$ cat config.mk
export PLATFORM = sky130hd
export DESIGN_NAME = t2mi_ts_packer_mux
export DESIGN_NICKNAME = d
export VERILOG_FILES = /design/src/rtl/t2mi_ts_packer_mux.sv
export SDC_FILE = /design/constraint.sdc
export NUM_CORES = 1
export LEC_CHECK = 0
export CORE_AREA = 2 2 121 182
export DETAILED_ROUTE_END_ITERATION = 16
export DIE_AREA = 0 0 123 184
export MAX_ROUTING_LAYER = met4
export PLACE_DENSITY_LB_ADDON = 0.2
export SYNTH_ARGS = -nofsm -noshare
export SYNTH_HDL_FRONTEND = slang
export SYNTH_SLANG_ARGS = --single-unit
$ cat constraint.sdc
create_clock -name i_clk -period 2.5 [get_ports i_clk]
set_input_delay 0.375 -clock i_clk [delete_from_list [all_inputs] [get_ports i_clk]]
set_output_delay 0.375 -clock i_clk [all_outputs]
set_load 0.03 [all_outputs]
$ cat src/rtl/t2mi_ts_packer_mux.sv
// T2-MI to TS packer: wraps buffered T2-MI bytes into 188-byte TS packets per stream
// (PID + continuity counter), pads short payloads with AF stuffing, inserts nulls when idle.
module t2mi_ts_packer_mux #(
  parameter int          NUM_STREAMS = 4,
  parameter int          SEL_W       = 2,
  parameter int          GAP_W       = 16,
  parameter logic [12:0] NULL_PID    = 13'h1FFF
) (
  input  logic                     i_clk,
  input  logic                     i_rst_n,
  input  logic                     i_start,
  input  logic [SEL_W-1:0]         i_stream_sel,
  input  logic [7:0]               i_pointer,
  input  logic [7:0]               i_avail,
  input  logic [NUM_STREAMS*13-1:0] i_pid_table,
  input  logic                     i_null_en,
  input  logic [GAP_W-1:0]         i_null_gap,
  input  logic [7:0]               i_data_in,
  input  logic                     i_ena_in,
  output logic                     o_ready,
  output logic                     o_rd_req,
  output logic [7:0]               o_data_out,
  output logic                     o_ena_out,
  output logic                     o_psync_out,
  output logic                     o_err,
  output logic [3:0]               o_state_mon
);

  typedef enum logic [3:0] {
    S_IDLE      = 4'd0,
    S_HEADER    = 4'd1,
    S_AF_LEN    = 4'd2,
    S_AF_FLAGS  = 4'd3,
    S_AF_STUFF  = 4'd4,
    S_PTR       = 4'd5,
    S_PAYLOAD   = 4'd6,
    S_NULL_BODY = 4'd7
  } state_t;

  state_t            r_state, w_state_next;
  logic [7:0]        r_idx, w_idx_next;
  logic [SEL_W-1:0]  r_sel;
  logic [7:0]        r_ptr, r_p, r_f;
  logic              r_pusi, r_ptr_bad, r_null;
  logic [GAP_W-1:0]  r_gap_cnt, w_gap_next;
  logic [3:0]        r_cc [NUM_STREAMS];
  logic [7:0]        r_data, w_data_next;
  logic              r_ena, w_ena_next;
  logic              r_psync, w_psync_next;
  logic              r_err, w_err_next;
  logic              r_rd_req, w_rd_req_next;
  logic              w_accept, w_null_go, w_cc_inc;

  // Request decode, evaluated on the raw inputs and latched on accept.
  logic              w_sel_ok, w_pusi, w_clamp, w_ptr_bad, w_req_err;
  logic [SEL_W-1:0]  w_sel;
  logic [7:0]        w_cap, w_p, w_f;

  always_comb begin
    w_sel_ok = (int'(i_stream_sel) < NUM_STREAMS);
    w_sel    = w_sel_ok ? i_stream_sel : '0;
    w_pusi   = (i_pointer < 8'd184);
    w_cap    = w_pusi ? 8'd183 : 8'd184;
    w_p      = i_avail;
    w_clamp  = 1'b0;
    if (i_avail == 8'd0) begin
      w_p     = 8'd1;
      w_clamp = 1'b1;
    end else if (i_avail > w_cap) begin
      w_p     = w_cap;
      w_clamp = 1'b1;
    end
    w_f       = w_cap - w_p;
    w_ptr_bad = w_pusi && (i_pointer >= w_p);
    w_req_err = !w_sel_ok || w_clamp || w_ptr_bad;
  end

  logic [12:0] w_pid;
  logic [3:0]  w_cc_cur;
  logic [7:0]  w_ctrl;
  state_t      w_after_af;

  assign w_pid      = i_pid_table[int'(r_sel)*13 +: 13];
  assign w_cc_cur   = r_cc[r_sel];
  assign w_ctrl     = {2'b00, (r_f != 8'd0) ? 2'b11 : 2'b01, w_cc_cur};
  assign w_after_af = r_pusi ? S_PTR : S_PAYLOAD;

  always_ff @(posedge i_clk or negedge i_rst_n) begin
    if (!i_rst_n) r_state <= S_IDLE;
    else          r_state <= w_state_next;
  end

  always_comb begin
    w_state_next  = r_state;
    w_idx_next    = r_idx;
    w_gap_next    = r_gap_cnt;
    w_data_next   = r_data;
    w_ena_next    = 1'b0;
    w_psync_next  = 1'b0;
    w_err_next    = 1'b0;
    w_rd_req_next = r_rd_req;
    w_accept      = 1'b0;
    w_null_go     = 1'b0;
    w_cc_inc      = 1'b0;
    case (r_state)
      S_IDLE: begin
        if (i_start) begin
          w_accept     = 1'b1;
          w_err_next   = w_req_err;
          w_gap_next   = '0;
          w_state_next = S_HEADER;
        end else if (i_null_en) begin
          if (r_gap_cnt >= i_null_gap) begin
            w_gap_next   = '0;
            w_null_go    = 1'b1;
            w_state_next = S_HEADER;
          end else begin
            w_gap_next = r_gap_cnt + 1'b1;
          end
        end else begin
          w_gap_next = '0;
        end
      end
      S_HEADER: begin
        w_ena_next = 1'b1;
        case (r_idx[1:0])
          2'd0: begin
            w_data_next  = 8'h47;
            w_psync_next = 1'b1;
          end
          2'd1: w_data_next = r_null ? {3'b000, NULL_PID[12:8]} : {1'b0, r_pusi, 1'b0, w_pid[12:8]};
          2'd2: w_data_next = r_null ? NULL_PID[7:0] : w_pid[7:0];
          default: w_data_next = r_null ? 8'h10 : w_ctrl;
        endcase
        if (r_idx[1:0] == 2'd3) begin
          if (r_null)              w_state_next = S_NULL_BODY;
          else if (r_f != 8'd0)    w_state_next = S_AF_LEN;
          else                     w_state_next = w_after_af;
        end else begin
          w_idx_next = r_idx + 8'd1;
        end
      end
      S_AF_LEN: begin
        w_ena_next   = 1'b1;
        w_data_next  = r_f - 8'd1;
        w_state_next = (r_f >= 8'd2) ? S_AF_FLAGS : w_after_af;
      end
      S_AF_FLAGS: begin
        w_ena_next   = 1'b1;
        w_data_next  = 8'h00;
        w_state_next = (r_f >= 8'd3) ? S_AF_STUFF : w_after_af;
      end
      S_AF_STUFF: begin
        w_ena_next  = 1'b1;
        w_data_next = 8'hFF;
        if (r_idx == r_f - 8'd3) w_state_next = w_after_af;
        else                     w_idx_next   = r_idx + 8'd1;
      end
      S_PTR: begin
        w_ena_next   = 1'b1;
        w_data_next  = r_ptr_bad ? 8'hFF : r_ptr;
        w_state_next = S_PAYLOAD;
      end
      S_PAYLOAD: begin
        // r_rd_req stays high exactly while fewer than P bytes have been taken.
        if (r_rd_req) begin
          if (i_ena_in) begin
            w_ena_next  = 1'b1;
            w_data_next = i_data_in;
            w_idx_next  = r_idx + 8'd1;
            if (r_idx + 8'd1 == r_p) w_rd_req_next = 1'b0;
          end
        end else begin
          w_cc_inc     = 1'b1;
          w_state_next = S_IDLE;
        end
      end
      S_NULL_BODY: begin
        if (r_idx == 8'd184) begin
          w_state_next = S_IDLE;
        end else begin
          w_ena_next  = 1'b1;
          w_data_next = 8'hFF;
          w_idx_next  = r_idx + 8'd1;
        end
      end
      default: w_state_next = S_IDLE;
    endcase
    if (w_state_next != r_state) w_idx_next = '0;
    if (w_state_next == S_PAYLOAD && r_state != S_PAYLOAD) w_rd_req_next = 1'b1;
  end

  always_ff @(posedge i_clk or negedge i_rst_n) begin
    if (!i_rst_n) begin
      r_idx     <= '0;
      r_sel     <= '0;
      r_ptr     <= '0;
      r_p       <= '0;
      r_f       <= '0;
      r_pusi    <= 1'b0;
      r_ptr_bad <= 1'b0;
      r_null    <= 1'b0;
      r_gap_cnt <= '0;
      r_data    <= '0;
      r_ena     <= 1'b0;
      r_psync   <= 1'b0;
      r_err     <= 1'b0;
      r_rd_req  <= 1'b0;
      for (int i = 0; i < NUM_STREAMS; i++) r_cc[i] <= '0;
    end else begin
      r_idx     <= w_idx_next;
      r_gap_cnt <= w_gap_next;
      r_data    <= w_data_next;
      r_ena     <= w_ena_next;
      r_psync   <= w_psync_next;
      r_err     <= w_err_next;
      r_rd_req  <= w_rd_req_next;
      if (w_accept) begin
        r_sel     <= w_sel;
        r_ptr     <= i_pointer;
        r_p       <= w_p;
        r_f       <= w_f;
        r_pusi    <= w_pusi;
        r_ptr_bad <= w_ptr_bad;
        r_null    <= 1'b0;
      end else if (w_null_go) begin
        r_null <= 1'b1;
      end
      if (w_cc_inc) r_cc[r_sel] <= r_cc[r_sel] + 4'd1;
    end
  end

  assign o_ready     = (r_state == S_IDLE);
  assign o_rd_req    = r_rd_req;
  assign o_data_out  = r_data;
  assign o_ena_out   = r_ena;
  assign o_psync_out = r_psync;
  assign o_err       = r_err;
  assign o_state_mon = r_state;

endmodule
==> summary.json <==
{
  "run_status": "complete, but fails checks",
  "violated_checks": "negative setup slack",
  "ys_top_cells_by_area": "sky130_fd_sc_hd__dfrtp_1, sky130_fd_sc_hd__ha_1, sky130_fd_sc_hd__nand2_1",
  "path_max_fanout": 3,
  "simple_gate_fraction_of_synth_area": 0.191,
  "unrepaired_setup_endpoints_after_global_routing": "true",
  "r2r.worst_path.cells": 10,
  "design.final.nets": 1054,
  "gp_congestion": 0.873,
  "top_level_ports": 116,
  "grt_antenna_before_repair": 0,
  "initialDrtViolationCount": 286,
  "clk_pin_slew_worst_paths_ns": 0.07,
  "fmax_mhz": 311,
  "design.die.area_um2": 22600,
  "clk_latency_ns": 0.35,
  "asyncSetResetFlopFracSynth": 1.00,
  "seqPwrFrac": 0.350,
  "core_area_um2": 21000,
  "compound_gate_fraction_of_synth_area": 0.182,
  "power_switching_share": 0.349,
  "power_frac_clock": 0.265,
  "period_utilization": 1.29,
  "arrival_time_of_the_worst_setup_path_ns": 3.42,
  "grt_remaining_overflow": 0,
  "crit-reg2reg-capture": "r_idx[1]$_DFFE_PN0P_",
  "syn-instance-count": 695,
  "max-slew-margin-rel": 0.578,
  "effective_utilization_at_floorplan": 0.298,
  "r2r-start": "r_f[1]$_DFFE_PN0P_",
  "dominantRegCellSynth": "sky130_fd_sc_hd__dfrtp_1",
  "post_dr_wirelength_cell_um": 17.3,
  "post_synth_xor_area_fraction": 0.0617,
  "grt_pass1_vias": 6126,
  "layout_setup_ws_ns": -0.713,
  "max-cap-violations": 0,
  "proportion_of_power_drawn_by_combinational_gates": 0.385,
  "tightest_slew_ns": 0.628,
  "total_routing_usage_reported_by_global_routing": 0.188,
  "min_period_ns": 3.21,
  "postSynthNetCount": 836,
  "viasPerCell": 5.02,
  "io_buffers": 115,
  "synthesis.yosys.warnings": 0,
  "h-tree-depth": 3,
  "global_route_wire_length_before_repair_mm": 32.0,
  "muxShareOfSynthArea": 0.0966,
  "critical_path_class": "primary input to register",
  "synth-seq-area-share": 0.341,
  "die_y_um": 184,
  "synth_seq_cells": 85,
  "dp_slack_ns": -1.51,
  "netlist_area_before_placement_um2": 6240,
  "tritoncts": "yes",
  "route.vias.total": 5954,
  "synth_top_cell_area_share": 0.341,
  "final.setup.tns_ns": -5.43,
  "clock_sinks": 85,
  "placedCellCount": 1148,
  "area_delta_synth_final_pct": 50.4,
  "grt_max_degree": 45,
  "finalHoldViolCount": 0,
  "worst_clock_skew_ns": 0.0136,
  "synth_most_common_cell": "sky130_fd_sc_hd__nand2_1",
  "setup.worst_path.end_class": "register",
  "report.final.setup_viol": 17,
  "timing.hold.worst.class": "primary input to async pin",
  "irDropWorstVdd_uv": 354,
  "wl_mm": 20.5,
  "netlist_top_cells_count": "sky130_fd_sc_hd__nand2_1, sky130_fd_sc_hd__dfrtp_1, sky130_fd_sc_hd__ha_1, sky130_fd_sc_hd__o21ai_0, sky130_fd_sc_hd__nor2_1",
  "routed_antenna_nets": 0,
  "worst_setup_path_start_kind": "primary input",
  "worst-r2r-setup-slack_ns": -0.02,
  "power_per_cell_area_nw_per_um2": 527,
  "clk_path_buf_depth": 2,
  "numCtsBuffers": 9,
  "postSynthAreaPerCell_um2": 8.98,
  "die_width_um": 123,
  "synth.largest_area_cell": "sky130_fd_sc_hd__dfrtp_1",
  "synth_top_family_by_area": "simple AND/OR/NAND/NOR gates",
  "timing_max_transition_violations_final": 0,
  "layout.cells.non_filler": 1186,
  "yosys.cell_types.count": 72,
  "synthAdderAreaFrac": 0.0854,
  "worstPathRequired_ns": 2.71,
  "cts_root_buffer": "sky130_fd_sc_hd__clkbuf_16",
  "drt_drc_violations_left": 0,
  "p_leak_nw": 4.02,
  "num_antenna_cells": 0,
  "total_switching_power_mw": 1.72,
  "row_count": 65,
  "drive_above_1_share": 0.280,
  "synth-edff-count": 0,
  "first_pass_iters": 4,
  "cell_internal_pwr_mw": 3.22,
  "dpl.hpwl_mm": 16.3
}
worst max-delay path: stages:
cell and delay, ns:
sky130_fd_sc_hd__buf_6 0.09, sky130_fd_sc_hd__and3_4 0.18, sky130_fd_sc_hd__o21ai_4 0.18, sky130_fd_sc_hd__inv_4 0.06, sky130_fd_sc_hd__ha_4 0.21, sky130_fd_sc_hd__nor2b_4 0.12, sky130_fd_sc_hd__o21a_1 0.18, sky130_fd_sc_hd__o21ai_2 0.12
sky130_fd_sc_hd__a21oi_2 0.07, sky130_fd_sc_hd__o21ai_2 0.22, sky130_fd_sc_hd__buf_4 0.16, sky130_fd_sc_hd__mux2i_2 0.23, sky130_fd_sc_hd__ha_1 0.28, sky130_fd_sc_hd__nor2b_4 0.13, sky130_fd_sc_hd__o21ai_2 0.10, sky130_fd_sc_hd__nand2b_1 0.09
sky130_fd_sc_hd__a211oi_2 0.27, sky130_fd_sc_hd__buf_4 0.18, sky130_fd_sc_hd__xnor2_2 0.10, sky130_fd_sc_hd__o21ai_1 0.06
cell usage in the layout, fill, tap and decap left out, types with 5 or more instances in the layout:
master / instances
sky130_fd_sc_hd__nand2_1: 109
sky130_fd_sc_hd__buf_4: 108
sky130_fd_sc_hd__nor2_1: 35
sky130_fd_sc_hd__o21ai_0: 27
sky130_fd_sc_hd__ha_1: 28
sky130_fd_sc_hd__dfrtp_2: 6
sky130_fd_sc_hd__mux2_2: 7
sky130_fd_sc_hd__o2111ai_1: 6
sky130_fd_sc_hd__mux2i_1: 10
sky130_fd_sc_hd__nand3_1: 21
sky130_fd_sc_hd__dlygate4sd2_1: 11
sky130_fd_sc_hd__buf_6: 8
sky130_fd_sc_hd__nor3_1: 12
sky130_fd_sc_hd__clkdlybuf4s50_1: 99
sky130_fd_sc_hd__a21o_1: 9
sky130_fd_sc_hd__clkbuf_16: 9
sky130_fd_sc_hd__and3_1: 7
sky130_fd_sc_hd__nor2b_1: 7
sky130_fd_sc_hd__nand4_1: 5
sky130_fd_sc_hd__ha_4: 12
sky130_fd_sc_hd__xor2_1: 20
sky130_fd_sc_hd__nor4_1: 7
sky130_fd_sc_hd__nor3_2: 13
sky130_fd_sc_hd__inv_1: 24
sky130_fd_sc_hd__a21oi_1: 28
sky130_fd_sc_hd__mux4_2: 17
sky130_fd_sc_hd__xnor2_1: 20
sky130_fd_sc_hd__a31oi_1: 7
sky130_fd_sc_hd__o21ai_1: 24
sky130_fd_sc_hd__buf_12: 5
sky130_fd_sc_hd__inv_2: 11
sky130_fd_sc_hd__o21a_1: 10
sky130_fd_sc_hd__dfrtp_1: 79
sky130_fd_sc_hd__nand2b_1: 5
power by group through the flow:
stage | Clock, mW | Sequential [mW] | Combinational [mW]
2_1_floorplan | 0 | 1.73 | 0.989
3_3_place_gp | 0 | 1.75 | 1.74
3_5_place_dp | 0 | 1.76 | 1.76
4_1_cts | 1.35 | 1.73 | 1.86
5_1_grt | 1.41 | 1.75 | 2.09
6_report | 1.31 | 1.73 | 1.91
logic make-up after synthesis:
logic type	Yosys count
compound gates	166
xor+xnor	44
fa+ha+maj	42
mux	38
other cells	1
flops	85
simple gates	254
buf+inv	65
how the worst max path moves through the flow:
stage | slack [ns] | startpoint | depth (start not counted) | end
floorplan | -0.99 | i_pointer[4] | 18 | r_f[7]$_DFFE_PN0P_
global placement | -1.43 | i_pointer[4] | 20 | r_f[5]$_DFFE_PN0P_
detailed placement | -1.51 | i_pointer[4] | 20 | o_err$_DFF_PN0_
CTS | -0.77 | i_pointer[3] | 20 | o_err$_DFF_PN0_
global route | -0.94 | i_pointer[3] | 20 | r_f[7]$_DFFE_PN0P_
finish | -0.71 | i_pointer[3] | 20 | r_f[5]$_DFFE_PN0P_
sequential cells by signal, indices dropped and copies added, names as in the netlist:
name         flops
r_cc            16
r_gap_cnt       16
o_data_out       8
r_f              8
r_idx            8
r_p              8
r_ptr            8
o_state_mon      4
r_sel            2
o_ena_out        1
o_err            1
o_psync_out      1
o_rd_req         1
r_null           1
r_ptr_bad        1
r_pusi           1
routing by layer:
layer | wire (um) | global-route usage | vias to the layer above | share of wire
met2 | 11200 | 0.340 | 126 | 0.55
met5 | 0 | - | - | 0
met1 | 8140 | 0.207 | 2861 | 0.40
met4 | 527 | 0.0636 | 0 | 0.026
li1 | - | - | 2940 | -
met3 | 642 | 0.0282 | 27 | 0.031
cell type report:
cell class | count | area [um2]
Tap cell | 268 | 335
Sequential cell | 85 | 2130
Timing Repair Buffer | 236 | 2170
Inverter | 36 | 138
Fill cell | 2105 | 11600
Clock inverter | 7 | 65.1
Clock buffer | 9 | 225
Multi-Input combinational cell | 545 | 4320
per-stage QoR:
| step | power, mW | hold slack [ns] | cell area [um2] | util |
|---|---|---|---|---|
| detailed placement | 3.51 | 0.392 | 8470 | 0.404 |
| global route | 5.25 | 0.0354 | 9390 | 0.447 |
| floorplan | 2.72 | 0.0794 | 6310 | - |
| global placement | 3.50 | 0.397 | 8470 | 0.404 |
| CTS | 4.93 | 0.0208 | 9210 | 0.439 |
| finish | 4.95 | 0.00426 | 9390 | 0.447 |
repair_timing:
| action | 4_1_cts | 5_1_grt |
|---|---|---|
| cloned | 2 | 0 |
| endpoints found under the setup margin | 35 | 38 |
| pin swaps | 48 | 29 |
| hold buffers | 0 | 0 |
| resized for setup | 88 | 30 |
| setup buffers | 17 | 6 |
Power figures use the tool's default switching activity.
